<file path="src/rtl/imem_loader_if.sv">
// rtl/imem_loader_if.sv - byte-stream input and instruction-memory write bus of the loader
interface imem_loader_if #(
  parameter int ADDR_W = 10
);
  logic              in_valid;
  logic [7:0]        in_data;
  logic              in_ready;
  logic              im_we;
  logic [ADDR_W-1:0] im_addr;
  logic [31:0]       im_wdata;

  modport master (
    output in_valid, in_data,
    input  in_ready, im_we, im_addr, im_wdata
  );

  modport slave (
    input  in_valid, in_data,
    output in_ready, im_we, im_addr, im_wdata
  );
endinterface

</file>
<file path="src/rtl/imem_loader.sv">
// rtl/imem_loader.sv - boot loader: LEN_HI LEN_LO payload CSUM frame into IM, holds CPU until verified
// Optional idle timeout under IMEM_LOADER_TIMEOUT_EN (TIMEOUT_CYC exists only in that build).
module imem_loader #(
  parameter int ADDR_W = 10
`ifdef IMEM_LOADER_TIMEOUT_EN
  , parameter int TIMEOUT_CYC = 1000
`endif
) (
  input  logic            clk,
  input  logic            reset,
  input  logic            start,
  imem_loader_if.slave    bus,
  output logic            cpu_hold,
  output logic            busy,
  output logic            done,
  output logic            error,
  output logic [ADDR_W:0] words_loaded
);
  typedef enum logic [2:0] {
    S_IDLE, S_LEN_HI, S_LEN_LO, S_DATA, S_CSUM, S_DONE, S_ERROR
  } state_t;

  localparam logic [31:0] MAX_WORDS = 32'(1) << ADDR_W;

  state_t      state;
  logic [15:0] len;
  logic [23:0] word;
  logic [1:0]  byte_cnt;
  logic [7:0]  csum;

  logic            accept;
  logic [15:0]     n_len;
  logic [ADDR_W:0] wl_next;

  assign accept  = bus.in_valid & bus.in_ready;
  assign n_len   = {len[15:8], bus.in_data};
  assign wl_next = words_loaded + {{ADDR_W{1'b0}}, 1'b1};

`ifdef IMEM_LOADER_TIMEOUT_EN
  localparam int IDLE_W = $clog2(TIMEOUT_CYC + 1);
  logic [IDLE_W-1:0] idle_cnt;
`endif

  always_ff @(posedge clk) begin
    if (!reset) begin
      state        <= S_IDLE;
      len          <= '0;
      word         <= '0;
      byte_cnt     <= '0;
      csum         <= '0;
      bus.in_ready <= 1'b0;
      bus.im_we    <= 1'b0;
      bus.im_addr  <= '0;
      bus.im_wdata <= '0;
      cpu_hold     <= 1'b1;
      busy         <= 1'b0;
      done         <= 1'b0;
      error        <= 1'b0;
      words_loaded <= '0;
`ifdef IMEM_LOADER_TIMEOUT_EN
      idle_cnt     <= '0;
`endif
    end else begin
      bus.im_we <= 1'b0;
      case (state)
        S_IDLE, S_DONE, S_ERROR: begin
          if (start) begin
            state        <= S_LEN_HI;
            bus.in_ready <= 1'b1;
            busy         <= 1'b1;
            done         <= 1'b0;
            error        <= 1'b0;
            cpu_hold     <= 1'b1;
            words_loaded <= '0;
            csum         <= '0;
            byte_cnt     <= '0;
`ifdef IMEM_LOADER_TIMEOUT_EN
            idle_cnt     <= '0;
`endif
          end
        end
        S_LEN_HI: begin
          if (accept) begin
            len[15:8] <= bus.in_data;
            state     <= S_LEN_LO;
          end
        end
        S_LEN_LO: begin
          if (accept) begin
            len[7:0] <= bus.in_data;
            if (32'(n_len) > MAX_WORDS) begin
              state        <= S_ERROR;
              bus.in_ready <= 1'b0;
              busy         <= 1'b0;
              error        <= 1'b1;
            end else if (n_len == 16'd0) begin
              state <= S_CSUM;
            end else begin
              state <= S_DATA;
            end
          end
        end
        S_DATA: begin
          if (accept) begin
            word     <= {word[15:0], bus.in_data};
            csum     <= csum ^ bus.in_data;
            byte_cnt <= byte_cnt + 2'd1;
            if (byte_cnt == 2'd3) begin
              bus.im_we    <= 1'b1;
              bus.im_addr  <= words_loaded[ADDR_W-1:0];
              bus.im_wdata <= {word, bus.in_data};
              words_loaded <= wl_next;
              // in_ready stays high so a CSUM byte can land in the write cycle
              if (32'(wl_next) == 32'(len))
                state <= S_CSUM;
            end
          end
        end
        S_CSUM: begin
          if (accept) begin
            bus.in_ready <= 1'b0;
            busy         <= 1'b0;
            if (bus.in_data == csum) begin
              state    <= S_DONE;
              done     <= 1'b1;
              cpu_hold <= 1'b0;
            end else begin
              state <= S_ERROR;
              error <= 1'b1;
            end
          end
        end
        default: state <= S_IDLE;
      endcase
`ifdef IMEM_LOADER_TIMEOUT_EN
      if (state inside {S_LEN_HI, S_LEN_LO, S_DATA, S_CSUM}) begin
        if (accept) begin
          idle_cnt <= '0;
        end else if (idle_cnt == IDLE_W'(TIMEOUT_CYC)) begin
          // no write for the partial word: the data branch only writes on an accepted 4th byte
          state        <= S_ERROR;
          bus.in_ready <= 1'b0;
          busy         <= 1'b0;
          error        <= 1'b1;
        end else begin
          idle_cnt <= idle_cnt + 1'b1;
        end
      end
`endif
    end
  end
endmodule

</file>
<file path="src/flat_wrapper.sv">
// flat-port wrapper written by rule: the top's interface ports become plain ports
module imem_loader_flat 
#(
  parameter int ADDR_W = 10

)
  (clk, reset, start, cpu_hold, busy, done, error, words_loaded, bus_in_valid, bus_in_data, bus_in_ready, bus_im_we, bus_im_addr, bus_im_wdata);
  imem_loader_if #(.ADDR_W(ADDR_W)) bus_i ();
  input  logic clk;
  input  logic reset;
  input  logic start;
  output logic cpu_hold;
  output logic busy;
  output logic done;
  output logic error;
  output logic [ADDR_W:0] words_loaded;
  input wire logic [$bits(bus_i.in_valid)-1:0] bus_in_valid;
  input wire logic [$bits(bus_i.in_data)-1:0] bus_in_data;
  output wire logic [$bits(bus_i.in_ready)-1:0] bus_in_ready;
  output wire logic [$bits(bus_i.im_we)-1:0] bus_im_we;
  output wire logic [$bits(bus_i.im_addr)-1:0] bus_im_addr;
  output wire logic [$bits(bus_i.im_wdata)-1:0] bus_im_wdata;
  assign bus_i.in_valid = bus_in_valid;
  assign bus_i.in_data = bus_in_data;
  assign bus_in_ready = bus_i.in_ready;
  assign bus_im_we = bus_i.im_we;
  assign bus_im_addr = bus_i.im_addr;
  assign bus_im_wdata = bus_i.im_wdata;
  imem_loader #(.ADDR_W(ADDR_W)) u_core (.clk(clk), .reset(reset), .start(start), .bus(bus_i), .cpu_hold(cpu_hold), .busy(busy), .done(done), .error(error), .words_loaded(words_loaded));
endmodule
</file>
<file path="config.mk">
export PLATFORM = sky130hd
export DESIGN_NAME = imem_loader_flat
export DESIGN_NICKNAME = d
export VERILOG_FILES = /design/src/rtl/imem_loader_if.sv /design/src/rtl/imem_loader.sv /design/src/flat_wrapper.sv
export SDC_FILE = /design/constraint.sdc
export NUM_CORES = 1
export LEC_CHECK = 0
export BUFFER_PORTS_ARGS = -buffer_cell sky130_fd_sc_hd__buf_2
export CELL_PAD_IN_SITES_DETAIL_PLACEMENT = 0
export CELL_PAD_IN_SITES_GLOBAL_PLACEMENT = 1
export CORE_MARGIN = 4
export CORE_UTILIZATION = 46
export DETAILED_ROUTE_END_ITERATION = 8
export PLACE_DENSITY = 0.83
export SLEW_MARGIN = 20
export SYNTH_ARGS = -nofsm -noshare
export SYNTH_HDL_FRONTEND = slang
export SYNTH_SLANG_ARGS = --single-unit
</file>
<file path="constraint.sdc">
create_clock -name clk -period 5.6 [get_ports clk]
set_input_delay 0.84 -clock clk [delete_from_list [all_inputs] [get_ports clk]]
set_output_delay 0.84 -clock clk [all_outputs]
set_load 0.02 [all_outputs]
</file>
==> impl_metrics.tcl <==
set metrics [dict create \
    status "finished, final reports clean" \
    slowest_delay_ns 0.96 \
    yosysMostFrequentCell "nand2_1" \
    vias_per_cell 5.37 \
    worstPathRequired_ns 5.84 \
    synth.area.mux_share_pct 2.85 \
    synth_async_sr_flop_share_pct 0 \
    synth_top_area_cell "dfxtp_1" \
    grt_pass1_vias 4056 \
    die_w_um 115 \
    die_area_sq_um 13200 \
    synth_commonest_cells "nand2_1 (166), dfxtp_1 (111), a21boi_0 (69), nor2b_1 (36), clkbuf_1 (22)" \
    synth-simple-area-share_pct 24.5 \
    synth-main-ff-cell "dfxtp_1" \
    holdCritPathClass "flop to flop" \
    grt_use_total_pct 18.8 \
    grt_pass1_wl_mm 20.3 \
    slowest_stage "a21oi_1" \
    vias 4353 \
    port_buffers 70 \
    layout-drive-gt1-share_pct 14.8 \
    antenna_found_initial 0 \
    cts_setup_buffers 0 \
    firstDrtPassIters 4 \
    max_cap_violations 0 \
    setup_tns_ns 0 \
    place_area_sq_um 5540 \
    io_pins 71 \
    worstSetupPathType "flop to flop" \
    hold_buffers 0 \
    synth_compound_area_share_pct 20.0 \
    grt_max_degree 111 \
    syn_inst 636 \
    finalClockSkew_ns 0.00569 \
    setup_viol 0 \
    path_common_cell "a21oi_1" \
    rsz0062_at_grt "false" \
    timing.fmax_ghz 0.293 \
    clock_latency_ns 0.35 \
    fin_crit_sh_pct 60.9 \
    crit_path_end_kind "flop" \
    reg2reg_slack_ns 2.19 \
    avgRoutedWirePerCell_um 15.0 \
    period_minus_slack_ns 3.41 \
    postRouteAntennaNets 0 \
    worstPathCellList "and3b_1 > nand3_2 > a21oi_1 > a21oi_1 > o21a_1" \
    synth_edf_count 0 \
    drcViolationCount 0 \
    numCtsBuffers 9 \
    synth_seq_cells 111 \
    ys_seq_area_share_pct 42.2 \
    cts-root-buf "clkbuf_16" \
    finalWirelength_mm 12.1 \
    first_iter_violations 307 \
    antennaDiodeCount 0 \
    cp_max_fo 28 \
    overflow 0 \
    design_area_sq_um 5860 \
    start_kind "flop" \
    hold_viol 0 \
    dp_hpwl_mm 8.10 \
    start_util_pct 47.7 \
    powerDensity_nw_per_um2 320 \
    syn_area_sq_um 5270 \
    synth_cell_types 63 \
    maxSlewViolCount 0 \
    synth_adder_area_share_pct 0.665 \
    clk_path_buf_depth 2 \
    syn_to_final_growth_pct 11.4 \
    layout.nets 680 \
    numClockSinks 111 \
    syn_nets 650 \
    synth_top_family_by_area "simple AND/OR/NAND/NOR gates" \
    syn_avg_cell_area_sq_um 8.28 \
    irDropWorstVdd_uv 171 \
    core_sq_um 11000 \
    gp_congestion 0.886 \
    synth_top_area_share_pct 42.2 \
    relSlewSlack_pct 31.6 \
    clkTransAtPathRegs_ns 0.07 \
    cts_max_level 3 \
    fp-row-count 38 \
    synthXorXnorAreaFrac_pct 3.94 \
    p_leak_nw 2.24 \
    worstMarginPinSlew_ns 1.02 \
    yosysWarningCount 0 \
    cts_resized 0 \
    synth.area.top_cells "dfxtp_1 (42%), nand2_1 (12%), a21boi_0 (9.8%), nor2b_1 (4.3%), mux2i_1 (2.9%)" \
    die_h_um 115 \
    cts_tree "built" \
    crit_arrival_ns 3.65 \
]
[per-layer routing]
metal  GRT usage, %  wire [um]  part of all wire (%)  vias up
li1               -          -                     -     2199
met1           27.0       6160                    51     2034
met2           28.7       5210                    43      105
met3           3.05        580                   4.8       15
met4           6.57        176                   1.5        0
met5              0          0                     0        -
[cell type report]
| class | count | area [sq um] |
|---|---|---|
| clock inverter | 4 | 77.6 |
| clock buffer | 11 | 243 |
| fill | 1090 | 5170 |
| inverter | 8 | 30.0 |
| timing repair buffer | 73 | 373 |
| multi-input combinational | 463 | 2740 |
| sequential | 111 | 2220 |
| tap | 140 | 175 |
[final timing paths]
path | cells past startpoint | from | endpoint
setup / recovery | 5 | u_core.state[1]$_SDFFE_PN0P_ | u_core.words_loaded[6]$_SDFFE_PN0P_
setup reg to reg | 5 | u_core.state[1]$_SDFFE_PN0P_ | u_core.words_loaded[6]$_SDFFE_PN0P_
hold / removal | 1 | u_core.cpu_hold$_SDFFE_PN1P_ | u_core.cpu_hold$_SDFFE_PN1P_
hold reg to reg | 1 | u_core.cpu_hold$_SDFFE_PN1P_ | u_core.cpu_hold$_SDFFE_PN1P_
[placed cells by master, fill, tap and decap left out, drive strengths merged, types with 11 or more instances in the layout]
cell | Yosys | final
nor2 | 21 | 21
mux2i | 15 | 15
a21boi | 69 | 69
nor2b | 36 | 36
nand2 | 166 | 166
buf | 27 | 73
xnor2 | 12 | 12
a21oi | 14 | 14
clkbuf | 27 | 11
nor3 | 13 | 13
dfxtp | 111 | 111
o21ai | 22 | 22
[power by group]
part	switching (W)	leakage, nW	internal, W
clock	0.000287	0.156	0.000405
sequential	0.0000523	0.895	0.000811
combinational	0.000190	1.19	0.000133
[metrics by stage]
| step | power [W] | std cells | setup WS [ns] | hold WS (ns) | utilization (%) |
|---|---|---|---|---|---|
| after global placement | 0.00119 | 795 | 2.41 | 0.431 | 50.3 |
| after detailed placement | 0.00120 | 795 | 2.26 | 0.449 | 50.3 |
| after global routing | 0.00197 | 810 | 1.89 | 0.484 | 53.2 |
| final | 0.00188 | 810 | 2.19 | 0.459 | 53.2 |
| after CTS | 0.00190 | 810 | 2.24 | 0.465 | 53.2 |
| after floorplan | 0.00115 | 636 | 3.37 | 0.441 | - |
[logic make-up (layout without fill, tap and decap cells)]
logic type                 after synthesis  after routing
adders and majority gates                3              3
muxes                                   15             15
buffers and inverters                   62             96
AOI/OAI and AO/OA                      146            146
xor gates and xnor gates                22             22
and+or+nand+nor                        277            277
DFF                                    111            111
[critical path, delay by kind of cell, from the launching register on]
kind / cells / cell delay (ns)
DFF: 1 / 0.76
AOI/OAI and AO/OA: 3 / 1.35
and+or+nand+nor: 2 / 1.18
[registers in the layout (all words and copies together), names as in the netlist, 2 cells and up]
| name | count |
|---|---|
| u_core.words_loaded | 11 |
| u_core.csum | 8 |
| u_core.byte_cnt | 2 |
| u_core.word | 24 |
| u_core.bus.im_addr | 10 |
| u_core.state | 3 |
| u_core.bus.im_wdata | 32 |
| u_core.len | 16 |
Note: power is estimated with default switching activity, not from simulation.
